[config.mk]
export PLATFORM = sky130hd
export DESIGN_NAME = alu_arbiter
export DESIGN_NICKNAME = d
export VERILOG_FILES = /design/src/rtl/alu_arbiter.sv
export SDC_FILE = /design/constraint.sdc
export NUM_CORES = 1
export LEC_CHECK = 0
export ABC_AREA = 1
export BUFFER_PORTS_ARGS = -buffer_cell sky130_fd_sc_hd__clkbuf_2
export CORE_ASPECT_RATIO = 0.6
export CORE_MARGIN = 4
export CORE_UTILIZATION = 31
export DETAILED_ROUTE_END_ITERATION = 8
export SYNTH_ARGS = -nofsm -noshare
export SYNTH_HDL_FRONTEND = slang
export SYNTH_SLANG_ARGS = --single-unit
[constraint.sdc]
create_clock -name clk -period 3 [get_ports clk]
set_input_delay 0.6 -clock clk [delete_from_list [all_inputs] [get_ports clk]]
set_output_delay 0.6 -clock clk [all_outputs]
set_load 0.03 [all_outputs]
[src/rtl/alu_arbiter.sv]
// Round-robin arbiter that shares one Hack ALU between two requesters.
// Grants one requester, registers its operands onto the ALU inputs, captures
// the ALU result and flags on the following edge, and returns them with a
// one-cycle acknowledge to the requester that was granted.
//
// state | meaning
// IDLE  | waiting for req0/req1; ALU inputs hold their last value
// EXEC  | ALU evaluating the registered operands of the granted requester
// RESP  | result registered, ack of the granted requester high for one cycle
module alu_arbiter #(
  parameter int WIDTH = 16
) (
  input  logic             clk,
  input  logic             rst_n,
  input  logic             req0,
  input  logic [WIDTH-1:0] x0,
  input  logic [WIDTH-1:0] y0,
  input  logic [5:0]       c0,
  input  logic             req1,
  input  logic [WIDTH-1:0] x1,
  input  logic [WIDTH-1:0] y1,
  input  logic [5:0]       c1,
  output logic             ack0,
  output logic             ack1,
  output logic [WIDTH-1:0] res,
  output logic             res_zr,
  output logic             res_ng,
  output logic             busy,
  output logic [WIDTH-1:0] alu_x,
  output logic [WIDTH-1:0] alu_y,
  output logic [5:0]       alu_c,
  input  logic [WIDTH-1:0] alu_out,
  input  logic             alu_zr,
  input  logic             alu_ng
);

  typedef enum logic [1:0] {
    IDLE = 2'd0,
    EXEC = 2'd1,
    RESP = 2'd2
  } state_t;

  state_t           state, state_nxt;
  logic             gnt, gnt_nxt;
  logic             last, last_nxt;
  logic             win;
  logic [WIDTH-1:0] alu_x_nxt, alu_y_nxt, res_nxt;
  logic [5:0]       alu_c_nxt;
  logic             res_zr_nxt, res_ng_nxt;
  logic             ack0_nxt, ack1_nxt;

  // Winner is 1 when requester 1 wins: sole requester wins, ties go to !last.
  assign win  = req1 & (~req0 | ~last);
  assign busy = (state == EXEC) || (state == RESP);

  // State, grant history and datapath registers; reset discards any in-flight op.
  always_ff @(posedge clk or negedge rst_n) begin
    if (!rst_n) begin
      state  <= IDLE;
      gnt    <= 1'b0;
      last   <= 1'b1;
      alu_x  <= '0;
      alu_y  <= '0;
      alu_c  <= '0;
      res    <= '0;
      res_zr <= 1'b0;
      res_ng <= 1'b0;
      ack0   <= 1'b0;
      ack1   <= 1'b0;
    end else begin
      state  <= state_nxt;
      gnt    <= gnt_nxt;
      last   <= last_nxt;
      alu_x  <= alu_x_nxt;
      alu_y  <= alu_y_nxt;
      alu_c  <= alu_c_nxt;
      res    <= res_nxt;
      res_zr <= res_zr_nxt;
      res_ng <= res_ng_nxt;
      ack0   <= ack0_nxt;
      ack1   <= ack1_nxt;
    end
  end

  // Next-state and next-datapath logic; everything holds unless the state acts on it.
  always_comb begin
    state_nxt  = state;
    gnt_nxt    = gnt;
    last_nxt   = last;
    alu_x_nxt  = alu_x;
    alu_y_nxt  = alu_y;
    alu_c_nxt  = alu_c;
    res_nxt    = res;
    res_zr_nxt = res_zr;
    res_ng_nxt = res_ng;
    ack0_nxt   = 1'b0;
    ack1_nxt   = 1'b0;
    case (state)
      IDLE: begin
        if (req0 || req1) begin
          gnt_nxt   = win;
          last_nxt  = win;
          alu_x_nxt = win ? x1 : x0;
          alu_y_nxt = win ? y1 : y0;
          alu_c_nxt = win ? c1 : c0;
          state_nxt = EXEC;
        end
      end
      EXEC: begin
        res_nxt    = alu_out;
        res_zr_nxt = alu_zr;
        res_ng_nxt = alu_ng;
        ack0_nxt   = ~gnt;
        ack1_nxt   = gnt;
        state_nxt  = RESP;
      end
      RESP: begin
        state_nxt = IDLE;
      end
      default: begin
        state_nxt = IDLE;
      end
    endcase
  end

endmodule

==> flow_summary.rst <==
.. list-table::
   :header-rows: 1

   * - Metric
     - Value
   * - Most instantiated library cell after synthesis
     - sky130_fd_sc_hd__nand2_1
   * - Share of post-route cells with drive strength above 1
     - 30.6%
   * - Sum of routed wire length over all layers
     - 8710 um
   * - Required @ worst endpoint
     - 3.21 ns
   * - Half-perimeter wire length after placement
     - 6500 um
   * - Worst Tran Pin Value
     - 0.896 ns
   * - Top post-synthesis cells by area
     - sky130_fd_sc_hd__dfrtp_1 49%, sky130_fd_sc_hd__nand2_1 22%, sky130_fd_sc_hd__nand3_1 12%
   * - Kind of capture point of the worst setup path
     - register
   * - Ant diodes
     - 0
   * - Placement Rows
     - 27
   * - Bufs on Longest Clock Path
     - 2
   * - DIE HEIGHT
     - 85.3 um
   * - Setup Slack @ Placement
     - 0.820 ns
   * - Setup Total Neg Slack
     - 0 ns
   * - Post-cts hold buffer count
     - 0
   * - GR Util met2
     - 23.4%
   * - Worst Setup Start Kind
     - register
   * - Met3 GRT Util
     - 5.63%
   * - Shortest period the worst path allows
     - 2.15 ns
   * - Final period utilization
     - 71.6%
   * - Synth area leader
     - sky130_fd_sc_hd__dfrtp_1
   * - Slowest cell on the critical path
     - sky130_fd_sc_hd__nor2_4
   * - Summed instance area of the synthesized netlist
     - 3090 um^2
   * - Synthesis Warnings
     - 0
   * - Wire length of the first global-routing pass
     - 14300 um
   * - Post_cts resized
     - 0
   * - Fin. max-slew vios
     - 0
   * - Commonest cells in the synthesized netlist
     - 177 x sky130_fd_sc_hd__nand2_1, 81 x sky130_fd_sc_hd__inv_1, 77 x sky130_fd_sc_hd__nand3_1
   * - Chain of cells forming the critical path
     - inv_1 -> ha_1 -> inv_1 -> nor2_4 -> inv_1 -> buf_4 -> nand2_1 -> nand2_1
   * - Most common cell on crit path
     - sky130_fd_sc_hd__inv_1
   * - Inserted Clock Buffers
     - 9
   * - Post-detailed-route count of antenna-violating nets
     - 0
   * - Average wire length per cell after detail routing
     - 12.2 um
   * - Number of sinks handled by clock tree synthesis
     - 62
   * - Final setup vio count
     - 0
   * - Total of flip-flops plus latches after synthesis
     - 62
   * - Top delay family on crit path
     - simple AND/OR/NAND/NOR gates
   * - Total nets after synthesis
     - 530
   * - Full die area
     - 11700 um^2
   * - Deepest level of the CTS H-tree
     - 3
   * - Power per Cell Area
     - 1140 nW/um^2
   * - Gate Count Post-Synth
     - 429
   * - Clock tree from TritonCTS
     - yes
   * - Worst slew margin relative to its limit
     - 40.1%
   * - Critical Path Source
     - state[0]
   * - Worst Path Class, Setup
     - register to register
   * - Launching point of the worst reg2reg path
     - state[0]
   * - Port bufs
     - 156
   * - Clock skew after layout
     - 0.00484 ns
   * - Ports
     - 157
   * - Upper clock frequency limit
     - 0.466 GHz
   * - Clock latency of the later-clocked register in the worst-skew pair
     - 0.32 ns
   * - Antenna violations before repair
     - 0
   * - Critical path buffers and inverters
     - 4
   * - Via Count
     - 2981
   * - Largest net degree at the start of global routing
     - 41
   * - Reported max-cap violation count
     - 0
   * - Maximum net fanout on the critical path
     - 39
   * - Die W
     - 137 um
   * - Starting density of the core
     - 32.7%
   * - Fraction of registers with async set/reset
     - 100%
   * - Layout net count
     - 681
   * - Number of library cell types mapped by synthesis
     - 15
   * - Overall global routing resource usage
     - 15.3%
   * - WP data arrival
     - 2.35 ns
   * - Count of final hold-check violations
     - 0
   * - Worst Slack Setup Final
     - 0.852 ns
   * - Share of Yosys cell area claimed by the top area cell type
     - 49.5%
   * - Remaining global-route overflow
     - 0
   * - Min-delay worst type
     - primary input to async pin
   * - Number of synthesized flops with an enable pin
     - 0
   * - Area growth from synthesis to layout
     - 39.4%
   * - Total iterations of the first detailed-routing run
     - 4
   * - Floorplan Core Area
     - 9430 um^2
   * - Cell chosen for the clock root
     - sky130_fd_sc_hd__clkbuf_16
   * - Met1 demand-to-capacity share in global routing
     - 20.9%
   * - Mean instance size in the synthesized netlist
     - 7.19 um^2
   * - Maximum vdd ir drop
     - 0.000539 V
   * - Dominant synthesized flop cell
     - sky130_fd_sc_hd__dfrtp_1
   * - Portion of the post-synthesis area used by sequential elements
     - 50.3%
   * - Final cell count without fillers
     - 715
   * - Outcome
     - completed
   * - Detail-routed via count per cell
     - 4.17
   * - # fillers
     - 974
   * - Lkg Pwr
     - 2.73 nW
   * - DRC marker count from the first detailed-route iteration
     - 119
   * - Worst path max stage delay
     - 0.71 ns
   * - RSZ-0062 raised after global routing
     - false
   * - Number of buffers inserted to repair setup after CTS
     - 0
   * - Vias in the first global route
     - 2966
   * - # DRC
     - 0
   * - Instance count after placement with tap cells included
     - 699
   * - Clock slew seen by the registers of the worst setup and hold paths
     - 0.05 ns
   * - Global routing's busiest layer
     - met2
   * - Placer congestion estimate
     - 0.758
==> cell usage in the layout, fill, tap and decap left out, types with 2 or more instances in the layout <==
cell type                   instances
sky130_fd_sc_hd__nand2_1          177
sky130_fd_sc_hd__clkbuf_2         155
sky130_fd_sc_hd__inv_1             81
sky130_fd_sc_hd__nand3_1           77
sky130_fd_sc_hd__dfrtp_1           61
sky130_fd_sc_hd__clkbuf_16          9
sky130_fd_sc_hd__buf_4              6
sky130_fd_sc_hd__ha_1               3
sky130_fd_sc_hd__nor2_1             2
sky130_fd_sc_hd__clkbuf_1           2
sky130_fd_sc_hd__bufinv_16          2
sky130_fd_sc_hd__clkinv_2           2
==> kinds of logic after synthesis <==
group | after synthesis | share of synthesized area [%]
simple gates | 257 | 34.5
buf+inv | 105 | 13.7
flops | 62 | 50.3
fa+ha+maj | 3 | 1.22
compound gates | 2 | 0.324
==> final timing paths <==
path	end	slack, ns	cells past startpoint
min in group clk	res[7]	0.47	2
setup / recovery	alu_y[13]	0.85	8
setup reg to reg	alu_y[13]	0.85	8
hold / removal	alu_x[2]	0.34	1
hold reg to reg	res[7]	0.47	2
max in group asynchronous	alu_y[3]	2.03	2
==> metrics by stage <==
stage	area, um^2	total power, mW	hold slack (ns)	utilization, %
final	4300	4.90	0.340	45.6
after global routing	4300	5.29	0.397	45.6
after CTS	4300	4.99	0.358	45.6
after detailed placement	3990	3.88	0.458	42.3
after global placement	3990	3.83	0.455	42.3
after floorplan	3090	3.12	0.304	-
==> metal layers <==
layer	routed length [um]	up-vias	share of wire, %
li1	-	1579	-
met4	85	0	0.98
met3	749	9	8.6
met2	3590	114	41
met1	4290	1279	49
met5	0	-	0
==> power breakdown <==
part / switching [mW] / leakage (nW) / internal (mW)
clock: 0.334 / 0.157 / 0.746
sequential: 0.236 / 0.757 / 1.26
combinational: 1.68 / 1.82 / 0.642
total: 2.25 / 2.73 / 2.65
==> registers in the layout (all words and copies together), names as in the netlist <==
name and cells:
last 1, gnt 1, alu_c 6, res 16, state 2, res_ng 1, ack1 1, alu_x 16
alu_y 16, ack0 1, res_zr 1
==> final cells by class <==
class / instances / area, um^2 / area share (%)
clock buffer: 12 / 246 / 5.73
timing repair buffer: 163 / 846 / 19.7
inverter: 82 / 308 / 7.16
multi-input combinational: 262 / 1120 / 25.9
sequential: 62 / 1550 / 36.1
clock inverter: 4 / 70.1 / 1.63
tap: 130 / 163 / 3.78
No activity file was read; power rests on OpenSTA's default activity.
